File: config.mk
export PLATFORM = sky130hd
export DESIGN_NAME = alu_ctrl_flat
export DESIGN_NICKNAME = d
export VERILOG_FILES = /design/src/rtl/alu_ctrl_if.sv /design/src/rtl/alu_ctrl.sv /design/src/flat_wrapper.sv
export SDC_FILE = /design/constraint.sdc
export NUM_CORES = 1
export LEC_CHECK = 0
export CAP_MARGIN = 30
export CORE_ASPECT_RATIO = 0.75
export CORE_MARGIN = 1.5
export CORE_UTILIZATION = 50
export CTS_CLUSTER_DIAMETER = 40
export CTS_CLUSTER_SIZE = 40
export DETAILED_ROUTE_END_ITERATION = 10
export PLACE_DENSITY = 0.8
export SYNTH_ARGS = -nofsm -noshare
export SYNTH_HDL_FRONTEND = slang
export SYNTH_SLANG_ARGS = --single-unit
File: constraint.sdc
create_clock -name clk -period 2.2 [get_ports clk]
set_input_delay 0.22 -clock clk [delete_from_list [all_inputs] [get_ports clk]]
set_output_delay 0.22 -clock clk [all_outputs]
set_load 0.1 [all_outputs]
File: src/rtl/alu_ctrl_if.sv
// Command and response channels between a client and the alu_ctrl sequencer.
// The client drives the command side and accepts responses; the controller does the reverse.
`timescale 1ns/1ps
interface alu_ctrl_if #(
   parameter int WIDTH = 8,
   parameter int NREGS = 4
);
   localparam int AW = $clog2(NREGS);

   logic             cmd_valid;
   logic             cmd_ready;
   logic             cmd_load;
   logic [2:0]       cmd_op;
   logic [AW-1:0]    cmd_ra;
   logic [AW-1:0]    cmd_rb;
   logic [AW-1:0]    cmd_rd;
   logic             cmd_wb;
   logic [WIDTH-1:0] cmd_imm;

   logic             rsp_valid;
   logic             rsp_ready;
   logic [WIDTH-1:0] rsp_data;
   logic             rsp_zero;
   logic [AW-1:0]    rsp_rd;

   modport master (
      output cmd_valid, cmd_load, cmd_op, cmd_ra, cmd_rb, cmd_rd, cmd_wb, cmd_imm,
      output rsp_ready,
      input  cmd_ready,
      input  rsp_valid, rsp_data, rsp_zero, rsp_rd
   );

   modport slave (
      input  cmd_valid, cmd_load, cmd_op, cmd_ra, cmd_rb, cmd_rd, cmd_wb, cmd_imm,
      input  rsp_ready,
      output cmd_ready,
      output rsp_valid, rsp_data, rsp_zero, rsp_rd
   );
endinterface

File: src/rtl/alu_ctrl.sv
// Sequencer in front of a combinational ALU: operand register file, one-cycle issue,
// result capture with optional write-back, and a held response until it is consumed.
`timescale 1ns/1ps
module alu_ctrl #(
   parameter int WIDTH = 8,
   parameter int NREGS = 4
) (
   input  logic             clk,
   input  logic             rst_n,
   alu_ctrl_if.slave        bus,
   output logic [WIDTH-1:0] alu_a,
   output logic [WIDTH-1:0] alu_b,
   output logic [2:0]       alu_sel,
   input  logic [WIDTH-1:0] alu_out,
   input  logic             alu_zero,
   output logic [15:0]      ops_done
);
   localparam int AW = $clog2(NREGS);

   localparam logic [1:0] S_IDLE  = 2'b00;
   localparam logic [1:0] S_ISSUE = 2'b01;
   localparam logic [1:0] S_RESP  = 2'b10;

   logic [1:0]       state_reg;
   logic [1:0]       state_next;
   logic             wb_reg;
   logic [WIDTH-1:0] alu_a_reg;
   logic [WIDTH-1:0] alu_b_reg;
   logic [2:0]       alu_sel_reg;
   logic [WIDTH-1:0] rsp_data_reg;
   logic             rsp_zero_reg;
   logic [AW-1:0]    rsp_rd_reg;
   logic [15:0]      ops_done_reg;

   logic             cmd_fire;
   logic             rsp_fire;
   logic             wr_en;
   logic [AW-1:0]    wr_addr;
   logic [WIDTH-1:0] wr_data;
   logic [WIDTH-1:0] rf [NREGS];

   assign cmd_fire = (state_reg == S_IDLE) && bus.cmd_valid;
   assign rsp_fire = (state_reg == S_RESP) && bus.rsp_ready;

   assign bus.cmd_ready = (state_reg == S_IDLE);
   assign bus.rsp_valid = (state_reg == S_RESP);
   assign bus.rsp_data  = rsp_data_reg;
   assign bus.rsp_zero  = rsp_zero_reg;
   assign bus.rsp_rd    = rsp_rd_reg;
   assign alu_a         = alu_a_reg;
   assign alu_b         = alu_b_reg;
   assign alu_sel       = alu_sel_reg;
   assign ops_done      = ops_done_reg;

   always_comb begin
      state_next = state_reg;
      case (state_reg)
         S_IDLE:  if (cmd_fire) state_next = bus.cmd_load ? S_RESP : S_ISSUE;
         S_ISSUE: state_next = S_RESP;
         S_RESP:  if (rsp_fire) state_next = S_IDLE;
         default: state_next = S_IDLE;
      endcase
   end

   always_ff @(posedge clk or negedge rst_n) begin
      if (!rst_n) state_reg <= S_IDLE;
      else        state_reg <= state_next;
   end

   // Single write port: loads write at accept, ALU results write at the end of ISSUE.
   always_comb begin
      wr_en   = 1'b0;
      wr_addr = bus.cmd_rd;
      wr_data = bus.cmd_imm;
      if (cmd_fire && bus.cmd_load) begin
         wr_en = 1'b1;
      end else if ((state_reg == S_ISSUE) && wb_reg) begin
         wr_en   = 1'b1;
         wr_addr = rsp_rd_reg;
         wr_data = alu_out;
      end
   end

   generate
      for (genvar gi = 0; gi < NREGS; gi++) begin : g_rf
         logic [WIDTH-1:0] q_reg;
         always_ff @(posedge clk or negedge rst_n) begin
            if (!rst_n)
               q_reg <= '0;
            else if (wr_en && (wr_addr == AW'(gi)))
               q_reg <= wr_data;
         end
         assign rf[gi] = q_reg;
      end
   endgenerate

   // Operands are sampled at accept, so a write-back to ra/rb only affects later commands.
   always_ff @(posedge clk or negedge rst_n) begin
      if (!rst_n) begin
         wb_reg       <= 1'b0;
         alu_a_reg    <= '0;
         alu_b_reg    <= '0;
         alu_sel_reg  <= 3'b000;
         rsp_data_reg <= '0;
         rsp_zero_reg <= 1'b0;
         rsp_rd_reg   <= '0;
         ops_done_reg <= 16'd0;
      end else begin
         if (cmd_fire) begin
            rsp_rd_reg <= bus.cmd_rd;
            if (bus.cmd_load) begin
               rsp_data_reg <= bus.cmd_imm;
               rsp_zero_reg <= (bus.cmd_imm == '0);
            end else begin
               alu_a_reg   <= rf[bus.cmd_ra];
               alu_b_reg   <= rf[bus.cmd_rb];
               alu_sel_reg <= bus.cmd_op;
               wb_reg      <= bus.cmd_wb;
            end
         end
         if (state_reg == S_ISSUE) begin
            rsp_data_reg <= alu_out;
            rsp_zero_reg <= alu_zero;
         end
         if (rsp_fire)
            ops_done_reg <= ops_done_reg + 16'd1;
      end
   end
endmodule
File: src/flat_wrapper.sv
// flat-port wrapper written by rule: the top's interface ports become plain ports
module alu_ctrl_flat 
#(
   parameter int WIDTH = 8,
   parameter int NREGS = 4
)
  (clk, rst_n, alu_a, alu_b, alu_sel, alu_out, alu_zero, ops_done, bus_cmd_valid, bus_cmd_load, bus_cmd_op, bus_cmd_ra, bus_cmd_rb, bus_cmd_rd, bus_cmd_wb, bus_cmd_imm, bus_rsp_ready, bus_cmd_ready, bus_rsp_valid, bus_rsp_data, bus_rsp_zero, bus_rsp_rd);
  alu_ctrl_if #(.WIDTH(WIDTH), .NREGS(NREGS)) bus_i ();
  input  logic clk;
  input  logic rst_n;
  output logic [WIDTH-1:0] alu_a;
  output logic [WIDTH-1:0] alu_b;
  output logic [2:0] alu_sel;
  input  logic [WIDTH-1:0] alu_out;
  input  logic alu_zero;
  output logic [15:0] ops_done;
  input wire logic [$bits(bus_i.cmd_valid)-1:0] bus_cmd_valid;
  input wire logic [$bits(bus_i.cmd_load)-1:0] bus_cmd_load;
  input wire logic [$bits(bus_i.cmd_op)-1:0] bus_cmd_op;
  input wire logic [$bits(bus_i.cmd_ra)-1:0] bus_cmd_ra;
  input wire logic [$bits(bus_i.cmd_rb)-1:0] bus_cmd_rb;
  input wire logic [$bits(bus_i.cmd_rd)-1:0] bus_cmd_rd;
  input wire logic [$bits(bus_i.cmd_wb)-1:0] bus_cmd_wb;
  input wire logic [$bits(bus_i.cmd_imm)-1:0] bus_cmd_imm;
  input wire logic [$bits(bus_i.rsp_ready)-1:0] bus_rsp_ready;
  output wire logic [$bits(bus_i.cmd_ready)-1:0] bus_cmd_ready;
  output wire logic [$bits(bus_i.rsp_valid)-1:0] bus_rsp_valid;
  output wire logic [$bits(bus_i.rsp_data)-1:0] bus_rsp_data;
  output wire logic [$bits(bus_i.rsp_zero)-1:0] bus_rsp_zero;
  output wire logic [$bits(bus_i.rsp_rd)-1:0] bus_rsp_rd;
  assign bus_i.cmd_valid = bus_cmd_valid;
  assign bus_i.cmd_load = bus_cmd_load;
  assign bus_i.cmd_op = bus_cmd_op;
  assign bus_i.cmd_ra = bus_cmd_ra;
  assign bus_i.cmd_rb = bus_cmd_rb;
  assign bus_i.cmd_rd = bus_cmd_rd;
  assign bus_i.cmd_wb = bus_cmd_wb;
  assign bus_i.cmd_imm = bus_cmd_imm;
  assign bus_i.rsp_ready = bus_rsp_ready;
  assign bus_cmd_ready = bus_i.cmd_ready;
  assign bus_rsp_valid = bus_i.rsp_valid;
  assign bus_rsp_data = bus_i.rsp_data;
  assign bus_rsp_zero = bus_i.rsp_zero;
  assign bus_rsp_rd = bus_i.rsp_rd;
  alu_ctrl #(.WIDTH(WIDTH), .NREGS(NREGS)) u_core (.clk(clk), .rst_n(rst_n), .bus(bus_i), .alu_a(alu_a), .alu_b(alu_b), .alu_sel(alu_sel), .alu_out(alu_out), .alu_zero(alu_zero), .ops_done(ops_done));
endmodule
# After elaboration in Yosys (flattened, before gate mapping)
# Cells that the tools add are included.
# Widths: inputs -> output; s select.
word_totals:
  register_bits: 81
  wordCells: 64
  in_bits: 32
  output_inout_bits: 48
op_classes:
  reduce_logical: 16
  bitwise_logic: 3
  muxes: 22
  n_lt_le_gt_ge: 2
  n_eq_ne: 7
  add_sub_neg: 1
ops:
  columns: ["cell", "count"]
  rows:
  - ["$mux 8", 9]
  - ["$bmux 8 s2", 2]
  - ["$add 16x1->16 const B", 1]
  - ["$mux 2", 5]
  - ["$logic_and 1x1->1", 8]
  - ["$logic_not 8->1", 1]
  - ["$eq 2x2->1 const B", 3]
  - ["$ge 3x3->1 const B", 2]
  - ["$not 2->3", 2]
  - ["$pmux 2 s3", 1]
  - ["$reduce_and 2->1", 3]
  - ["$mux 1", 5]
  - ["$eq 2x1->1 const B", 2]
  - ["$logic_not 2->1", 2]
  - ["$ne 2x1->1 const B", 2]
  - ["$reduce_bool 2->1", 2]
  - ["$not 1->1", 1]

# Depth between registers and ports, before layout
# Gate-level depths: netlist of the first run.
depth:
  ltp_word: 6
  depth_mapped: 5
  depth_no_buf: 5

# Least setup slack after synthesis of the first run
# No wires, ideal clock.
synth_path:
  kind: "flip-flop to flip-flop"
  from: "register u_core.state_reg[1]"
  to: "register u_core.alu_a_reg[2] (netlist: u_core.alu_a[2])"
  stages_incl_launch_ff: 6
  path_buffers: 1
  synth_period_minus_slack_ns: 2.916
  setup_ns: 0.125
  setup_slack_ns: -0.716
  arrival_ns: 2.791
  cell_sequence: "dfrtp_1 nor2_1 nand2_1 nor2_1 buf_2 mux2_2"
synth_between:
  elab_chain_len: 3
synth_lines:
  columns: ["element", "line_no", "source"]
  rows:
  - ["from (decl)", "alu_ctrl.sv:24", "logic [1:0] state_reg;"]
  - ["from (signal assigned)", "alu_ctrl.sv:67", "else state_reg <= state_next;"]
  - ["$logic_not 2->1", null, null]
  - ["net bus_cmd_ready", "flat_wrapper.sv:26", "output wire logic [$bits(bus_i.cmd_ready)-1:0] bus_cmd_ready;"]
  - ["$logic_and 1x1->1", "alu_ctrl.sv:42", "assign cmd_fire = (state_reg == S_IDLE) && bus.cmd_valid;"]
  - ["$reduce_and 2->1 (no line)", null, null]
  - ["to (signal assigned)", "alu_ctrl.sv:115", "alu_a_reg <= rf[bus.cmd_ra];"]
  - ["to (decl)", "alu_ctrl.sv:27", "logic [WIDTH-1:0] alu_a_reg;"]
# The timed path passes the listed nets, and every way through them passes these cells.
# A chain may end at the register's enable or synchronous reset.

# Worst setup path in the final report of the first run
layout_path:
  from: "register u_core.state_reg[1]"
  to: "register u_core.g_rf[0].q_reg[6]"
layout_between:
  elab_chain_len: 6
  elab_cells_between_ends: 13
  classes_between: "eq/ne: 1; mux: 6; reduce/logical: 6"
layout_lines:
  columns: ["element", "line_no", "source"]
  rows:
  - ["$eq 2x1->1 or $logic_not 2->1 (tied branches)", "alu_ctrl.sv:77, alu_ctrl.sv:42", null]
  - ["$logic_and 1x1->1 (on tied branches)", "alu_ctrl.sv:77, alu_ctrl.sv:42", null]
  - ["$mux 2 or $logic_and 1x1->1 (tied branches)", "alu_ctrl.sv:77, alu_ctrl.sv:75", null]
  - ["$mux 2", "alu_ctrl.sv:75", "if (cmd_fire && bus.cmd_load) begin"]
  - ["$logic_not 2->1", "alu_ctrl.sv:90", "else if (wr_en && (wr_addr == AW'(gi)))"]
  - ["$logic_and 1x1->1", "alu_ctrl.sv:90", null]
  - ["to (signal assigned)", "alu_ctrl.sv:91", "q_reg <= wr_data;"]
  - ["to (decl)", "alu_ctrl.sv:86", "logic [WIDTH-1:0] q_reg;"]
# Several ways; a longest one is shown, not always the timed one.

==> metrics.md, run 1 <==
| Metric | Value |
|---|---|
| Final-layout worst hold slack | `0.325 ns` |
| Slowest CP cell | `dfrtp_1` |
| Count of maximum capacitance violations | `0` |
| Total count of max-transition violations in the final report | `0` |
| Cell-by-cell trace of the critical path | `nand3b_4, or3_4, a21boi_4, mux2_2` |
| Maximum number of pins on one net before global-route repair | `54` |
| Post-detailed-routing wire length | `8360 microns` |
| Final weighted congestion in routability-driven placement | `0.789` |
| Mux contribution to synthesized area | `0.300` |
| CP startpoint kind | `register` |
| Worst-case headroom to the max-slew limit | `0.597` |
| Root cell of the clock tree | `clkbuf_8` |
| Num rows | `27` |
| Vias/cell | `5.44` |
| Combinational cell fraction of total power | `0.523` |
| Post-route DRC violation count | `0` |
| Maximum count of clock buffers along a single path | `2` |
| Reg clk slew, reported paths | `0.08 ns` |
| Crit path capture type | `register` |
| Hold/Removal Path Class | `in2async` |
| DRC marker count from the first detailed-route iteration | `90` |
| Period utilisation layout | `0.900` |
| Clock tree skew after final layout | `0.00693 ns` |
| Post-DP HPWL | `6160 microns` |
| Actual slew at the worst max-slew pin | `0.599 ns` |
| RSZ-0062 raised after global routing | `false` |
| Timing-limited maximum frequency | `505 MHz` |
| Final standard cell utilization of the core | `0.664` |
| Final hold viol count | `0` |
| Arr. time, crit path | `2.21 ns` |
| Count leader, synth | `dfrtp_1` |
| Depth of the worst register-to-register path | `4` |
| Synth cell count leaders | `dfrtp_1 (81), mux2_2 (63), nand2_1 (20)` |
| Antenna viol nets, final | `0` |
| Starting density of the core | `0.520` |
| Simple-gate portion of the synthesized area | `0.0870` |
| Switch Pwr | `3.76 mW` |
| Largest incremental delay on the critical path | `0.48 ns` |
| Cell count after synthesis | `272` |
| Synth area leader | `dfrtp_1` |
| Total routing usage reported by global routing | `0.218` |
| Routed length per instance | `17.9 microns` |
| Outcome | `finished clean` |
| Power density relative to cell area | `1550 mW/mm^2` |
| Total setup violations reported at the end of the flow | `0` |
| Post-CTS setup buffer count | `0` |
| Post-synthesis instance area | `0.00383 sq mm` |
| VDD IR-drop max | `1290 uV` |
| Count of hold-fix buffers inserted at cts | `1` |
| I/O Buffers | `79` |
| Proportion of layout cells with a drive suffix above 1 | `0.444` |
| Register share of total power | `0.337` |
| Adder-cell share of the synthesized area | `0.00327` |
| # H-tree levels | `3` |
| Final total negative setup slack | `0 ns` |
| Synthesized net count | `305` |
| Largest family of logic cells by synthesized area | `multiplexers` |
| Internal power of the cells | `3.84 mW` |
| Crit Path Category | `reg2reg` |
| Number of antenna violations at the first check in global routing | `0` |
| Total inserted antenna cells | `0` |
| Final worst path period need | `1.98 ns` |
| Cell types with the largest area share after synthesis | `dfrtp_1 (53%), mux2_2 (19%), mux4_2 (9.4%), xnor2_1 (2.5%), mux2i_1 (2.1%)` |
| Mean cell area of the mapped netlist | `14.1 sq um` |
| Syn-to-layout area delta | `27.7%` |
| Part of the Yosys area used for sequential elements | `0.530` |
| Number of search-and-repair iterations in the first detailed-routing pass | `4` |
| Clock power frac | `0.141` |
| # clock sinks | `81` |
| Final-stage net count | `395` |
| Net switching fraction of the power | `0.495` |
| Compound-cell area share of the yosys netlist | `0.0304` |
| Total die area | `0.00819 sq mm` |
| Xor-xnor portion of the synthesized cell area | `0.0343` |
| Clock buffers created by TritonCTS | `9` |
| Yosys warning count | `0` |
| CTS tree | `done` |
| Number of flip-flops under the largest register name | `32` |
| Number of global-route vias before repair | `2688` |
| Worst R2R Start | `u_core.state_reg[1]` |
| Maximum net fanout on the critical path | `16` |
| Routed via count | `2545` |
| Die extent in y | `78.8 microns` |
| CTS resizes | `0` |
| Register bit total from synthesis | `81` |
| CP Launch Point | `u_core.state_reg[1]` |
| Area share of the leading cell type in the synthesized netlist | `0.530` |
| Wire length of the first global-routing pass | `13800 microns` |
| Count of distinct cell types in the synthesized netlist | `35` |
| Worst Path Required | `2.43 ns` |
| Number of synthesized flops with an enable pin | `0` |
| Leakage power total | `2.17 nW` |
| Number of top-level design ports | `80` |
| Most frequently used flop master after synthesis | `dfrtp_1` |
| Overflow left after global routing | `0` |
| Async SR Flop Fraction | `1.00` |
| Insertion delay of the later-clocked pin in the worst-skew pair | `0.35 ns` |
| Floorplan core area | `0.00736 sq mm` |
| Horizontal extent of the die | `104 microns` |
-- layer usage --
layer / up-vias / global-route usage / share of wire
met5: - / 0 / 0
met1: 1302 / 0.310 / 0.48
met4: 0 / 0.0667 / 0.0067
li1: 1185 / - / -
met3: 5 / 0.0517 / 0.037
met2: 53 / 0.337 / 0.48
-- worst max-delay path: cells and delay by family (launching register included) --
kind | cells | cell delay (ns)
AO/OA/AOI/OAI | 1 | 0.29
multiplexers | 1 | 0.38
flip-flops | 1 | 0.48
AND/OR/NAND/NOR | 2 | 0.72
-- area by class of cell --
type                       count  area, sq um
multi-input combinational    178         1750
clock inverter                 6         57.6
timing repair buffer          90          778
fill                         562         2480
sequential                    81         2030
inverter                       2         7.51
clock buffer                  10          138
tap                          101          126
-- power by group through the flow --
| stage | combinational (mW) | clock, mW | sequential (mW) |
|---|---|---|---|
| finish | 3.97 | 1.07 | 2.56 |
| global route | 4.11 | 1.15 | 2.65 |
| CTS | 4.00 | 1.09 | 2.56 |
| detailed placement | 3.99 | 0 | 2.58 |
| global placement | 3.93 | 0 | 2.55 |
| floorplan | 1.06 | 0 | 4.58 |
-- per-stage QoR --
stage	setup slack [ns]	power, mW	std cells	cell area (sq um)
2_1_floorplan	0.0730	5.64	272	3830
5_1_grt	0.159	7.91	468	4890
4_1_cts	0.221	7.64	468	4890
3_5_place_dp	0.231	6.58	451	4680
3_3_place_gp	0.308	6.48	451	4680
6_report	0.221	7.60	468	4890
-- cell families (layout without fill, tap and decap cells) --
group	after synthesis	after routing
AO/OA/AOI/OAI	16	16
XOR/XNOR	15	15
adder cells (fa/ha/maj)	1	1
buffers and inverters	13	108
flip-flops	81	81
multiplexers	87	87
AND/OR/NAND/NOR	59	59
-- cell usage in the layout, fill, tap and decap left out, types with 2 or more instances in the layout --
cell / Yosys / routed
a21oi_1: 2 / 2
and3_1: 3 / 3
and3b_1: 2 / 2
buf_12: 0 / 2
buf_4: 1 / 57
clkbuf_8: 0 / 10
clkdlybuf4s50_1: 0 / 30
clkinv_2: 0 / 4
dfrtp_1: 81 / 81
inv_1: 2 / 2
mux2_2: 63 / 63
mux2i_1: 8 / 8
mux4_2: 16 / 16
nand2_1: 20 / 20
nand3_1: 4 / 4
nand3b_1: 3 / 3
nand4_1: 6 / 6
nor2_1: 6 / 4
nor2b_1: 2 / 2
nor3_1: 3 / 3
nor3b_1: 2 / 2
o21ai_0: 9 / 9
o21ai_2: 2 / 2
or4_1: 2 / 2
xnor2_1: 11 / 11
xor2_1: 4 / 4
-- path summary, 6_finish.rpt --
| kind | to | slack [ns] |
|---|---|---|
| setup / recovery | u_core.g_rf[0].q_reg[6] | 0.22 |
| hold / removal | u_core.ops_done[15] | 0.33 |
| setup reg to reg | u_core.g_rf[0].q_reg[6] | 0.22 |
| hold reg to reg | u_core.ops_done[15] | 0.48 |
| max in group asynchronous | u_core.alu_b[0] | 1.27 |
| min in group clk | u_core.bus.rsp_zero | 0.43 |
No activity file was read; power rests on OpenSTA's default activity.
==> run 2, diff against run 1 <==
- REMOVE_ABC_BUFFERS: unset -> 1
==> metrics.md, run 2 (same netlist as run 1, synthesis figures left out) <==
| Metric | Value |
|---|---|
| Smallest setup slack after layout | `0.244 ns (was 0.221 ns)` |
| Post-DP HPWL | `5930 microns (was 6160 microns)` |
| CTS tree | `done (unchanged)` |
| # clock sinks | `81 (unchanged)` |
| VDD IR-drop max | `901 uV (was 1290 uV)` |
| Total routing usage reported by global routing | `0.213 (was 0.218)` |
| Maximum count of clock buffers along a single path | `2 (unchanged)` |
| Total inserted antenna cells | `0 (unchanged)` |
| Vias/cell | `5.50 (was 5.44)` |
| Floorplan core area | `0.00736 sq mm (unchanged)` |
| Worst setup slack after placement | `0.281 ns (was 0.231 ns)` |
| Final Non-Filler Cells | `468 (unchanged)` |
| Arr. time, crit path | `2.17 ns (was 2.21 ns)` |
| Worst-case headroom to the max-slew limit | `0.586 (was 0.597)` |
| Crit path capture type | `register (unchanged)` |
| CTS resizes | `0 (unchanged)` |
| Maximum net fanout on the critical path | `16 (unchanged)` |
| Clock tree skew after final layout | `0.0113 ns (was 0.00693 ns)` |
| Final-stage net count | `395 (unchanged)` |
| CP startpoint kind | `register (unchanged)` |
| Final standard cell utilization of the core | `0.662 (was 0.664)` |
| Total die area | `0.00819 sq mm (unchanged)` |
| # H-tree levels | `3 (unchanged)` |
| Final hold viol count | `0 (unchanged)` |
| Number of flip-flops under the largest register name | `32 (unchanged)` |
| Final worst path period need | `1.96 ns (was 1.98 ns)` |
| Post-detailed-routing wire length | `8200 microns (was 8360 microns)` |
| DRC marker count from the first detailed-route iteration | `50 (was 90)` |
| Power density relative to cell area | `1570 mW/mm^2 (was 1550 mW/mm^2)` |
| Routed length per instance | `17.5 microns (was 17.9 microns)` |
| Total setup violations reported at the end of the flow | `0 (unchanged)` |
| Actual slew at the worst max-slew pin | `0.617 ns (was 0.599 ns)` |
| Final total negative setup slack | `0 ns (unchanged)` |
| Count of maximum capacitance violations | `0 (unchanged)` |
| Count of placed standard cells including taps | `451 (unchanged)` |
| Depth of the worst register-to-register path | `4 (unchanged)` |
| RSZ-0062 raised after global routing | `false (unchanged)` |
| Timing-limited maximum frequency | `511 MHz (was 505 MHz)` |
| Final-layout worst hold slack | `0.402 ns (was 0.325 ns)` |
| Leakage power total | `2.16 nW (was 2.17 nW)` |
| Hold/Removal Path Class | `in2async (unchanged)` |
| I/O Buffers | `79 (unchanged)` |
| Worst Path Required | `2.42 ns (was 2.43 ns)` |
| Period utilisation layout | `0.889 (was 0.900)` |
| Overflow left after global routing | `0 (unchanged)` |
| Root cell of the clock tree | `clkbuf_8 (unchanged)` |
| Maximum number of pins on one net before global-route repair | `43 (was 54)` |
| Antenna viol nets, final | `0 (unchanged)` |
| Reg clk slew, reported paths | `0.08 ns (about the same)` |
| Insertion delay of the later-clocked pin in the worst-skew pair | `0.34 ns (was 0.35 ns)` |
| Post-CTS setup buffer count | `0 (unchanged)` |
| Horizontal extent of the die | `104 microns (unchanged)` |
| Total count of max-transition violations in the final report | `0 (unchanged)` |
| Most common cell after layout, fill and taps aside | `dfrtp_1 (unchanged)` |
| Proportion of layout cells with a drive suffix above 1 | `0.441 (was 0.444)` |
| Syn-to-layout area delta | `27.4% (was 27.7%)` |
| Final weighted congestion in routability-driven placement | `0.836 (was 0.789)` |
| Number of global-route vias before repair | `2573 (was 2688)` |
| Number of search-and-repair iterations in the first detailed-routing pass | `4 (unchanged)` |
| Wire length of the first global-routing pass | `13500 microns (was 13800 microns)` |
| Commonest non-fill, non-tap cells in the layout | `dfrtp_1 (81), mux2_2 (63), buf_4 (58), clkdlybuf4s50_1 (30), nand2_1 (20) (was dfrtp_1 (81), mux2_2 (63), buf_4 (57), clkdlybuf4s50_1 (30), nand2_1 (20))` |
| Clock buffers created by TritonCTS | `9 (unchanged)` |
| Num rows | `27 (unchanged)` |
| Number of antenna violations at the first check in global routing | `0 (unchanged)` |
| Routed via count | `2572 (was 2545)` |
| Post-route DRC violation count | `0 (unchanged)` |
| Die extent in y | `78.8 microns (unchanged)` |
| Outcome | `finished clean (unchanged)` |
| Number of top-level design ports | `80 (unchanged)` |
| Crit Path Category | `reg2reg (unchanged)` |
| Starting density of the core | `0.520 (unchanged)` |
-- run 2: cell types whose count changed in the layout (fill, tap and decap cells not counted) --
cell	previous run	this run
nor2_4	1	0
clkinv_2	4	1
buf_12	2	1
clkinv_4	0	2
nor2_1	4	5
clkinvlp_4	1	2
buf_4	57	58
-- run 2: worst max-delay path, stage by stage, from the launching register on --
cell	delay (ns)
dfrtp_1	0.49
nand3b_4	0.24
or3_4	0.40
a21boi_4	0.32
mux2_2	0.38
-- run 2: per-stage QoR --
stage	power, mW	instance area, sq um
detailed placement	6.58	4660
global route	7.95	4880
floorplan	5.61	3780
finish	7.63	4880
CTS	7.68	4880
global placement	6.47	4660
-- run 2: path summary, 6_finish.rpt --
check / from / to / slack (ns)
min: rst_n / u_core.ops_done[1] / 0.40
max reg2reg: u_core.state_reg[0] / u_core.g_rf[0].q_reg[2] / 0.24
max: u_core.state_reg[0] / u_core.g_rf[0].q_reg[2] / 0.24
max in group asynchronous: rst_n / u_core.g_rf[0].q_reg[5] / 1.19
min reg2reg: u_core.ops_done[15] / u_core.ops_done[15] / 0.48
min in group clk: alu_zero / u_core.bus.rsp_zero / 0.47
-- run 2: area by class of cell --
class	instances	area (sq um)
tap	101	126
fill	588	2490
timing repair buffer	90	766
clock buffer	10	138
inverter	2	7.51
sequential	81	2030
clock inverter	6	67.6
multi-input combinational	178	1750
-- run 2: power by group --
part           leakage (nW)  switching, mW  internal (mW)  total (mW)
Clock                0.0985          0.540          0.557        1.10
Combinational          1.07           2.77           1.19        3.96
Sequential            0.991          0.484           2.09        2.58
-- run 2: routing by layer --
metal  global-route usage  part of all wire  vias up  wire (microns)
met5                    0                 0        -               0
li1                     -                 -     1181               -
met3               0.0542             0.032       14             262
met4               0.0556             0.014        0             115
met2                0.323              0.46       73            3790
met1                0.309              0.49     1304            4030
-- run 2: repair_timing --
action	4_1_cts	5_1_grt
endpoints found under the setup margin	0	0
endpoints found under the hold margin	41	0
hold buffers	1	0
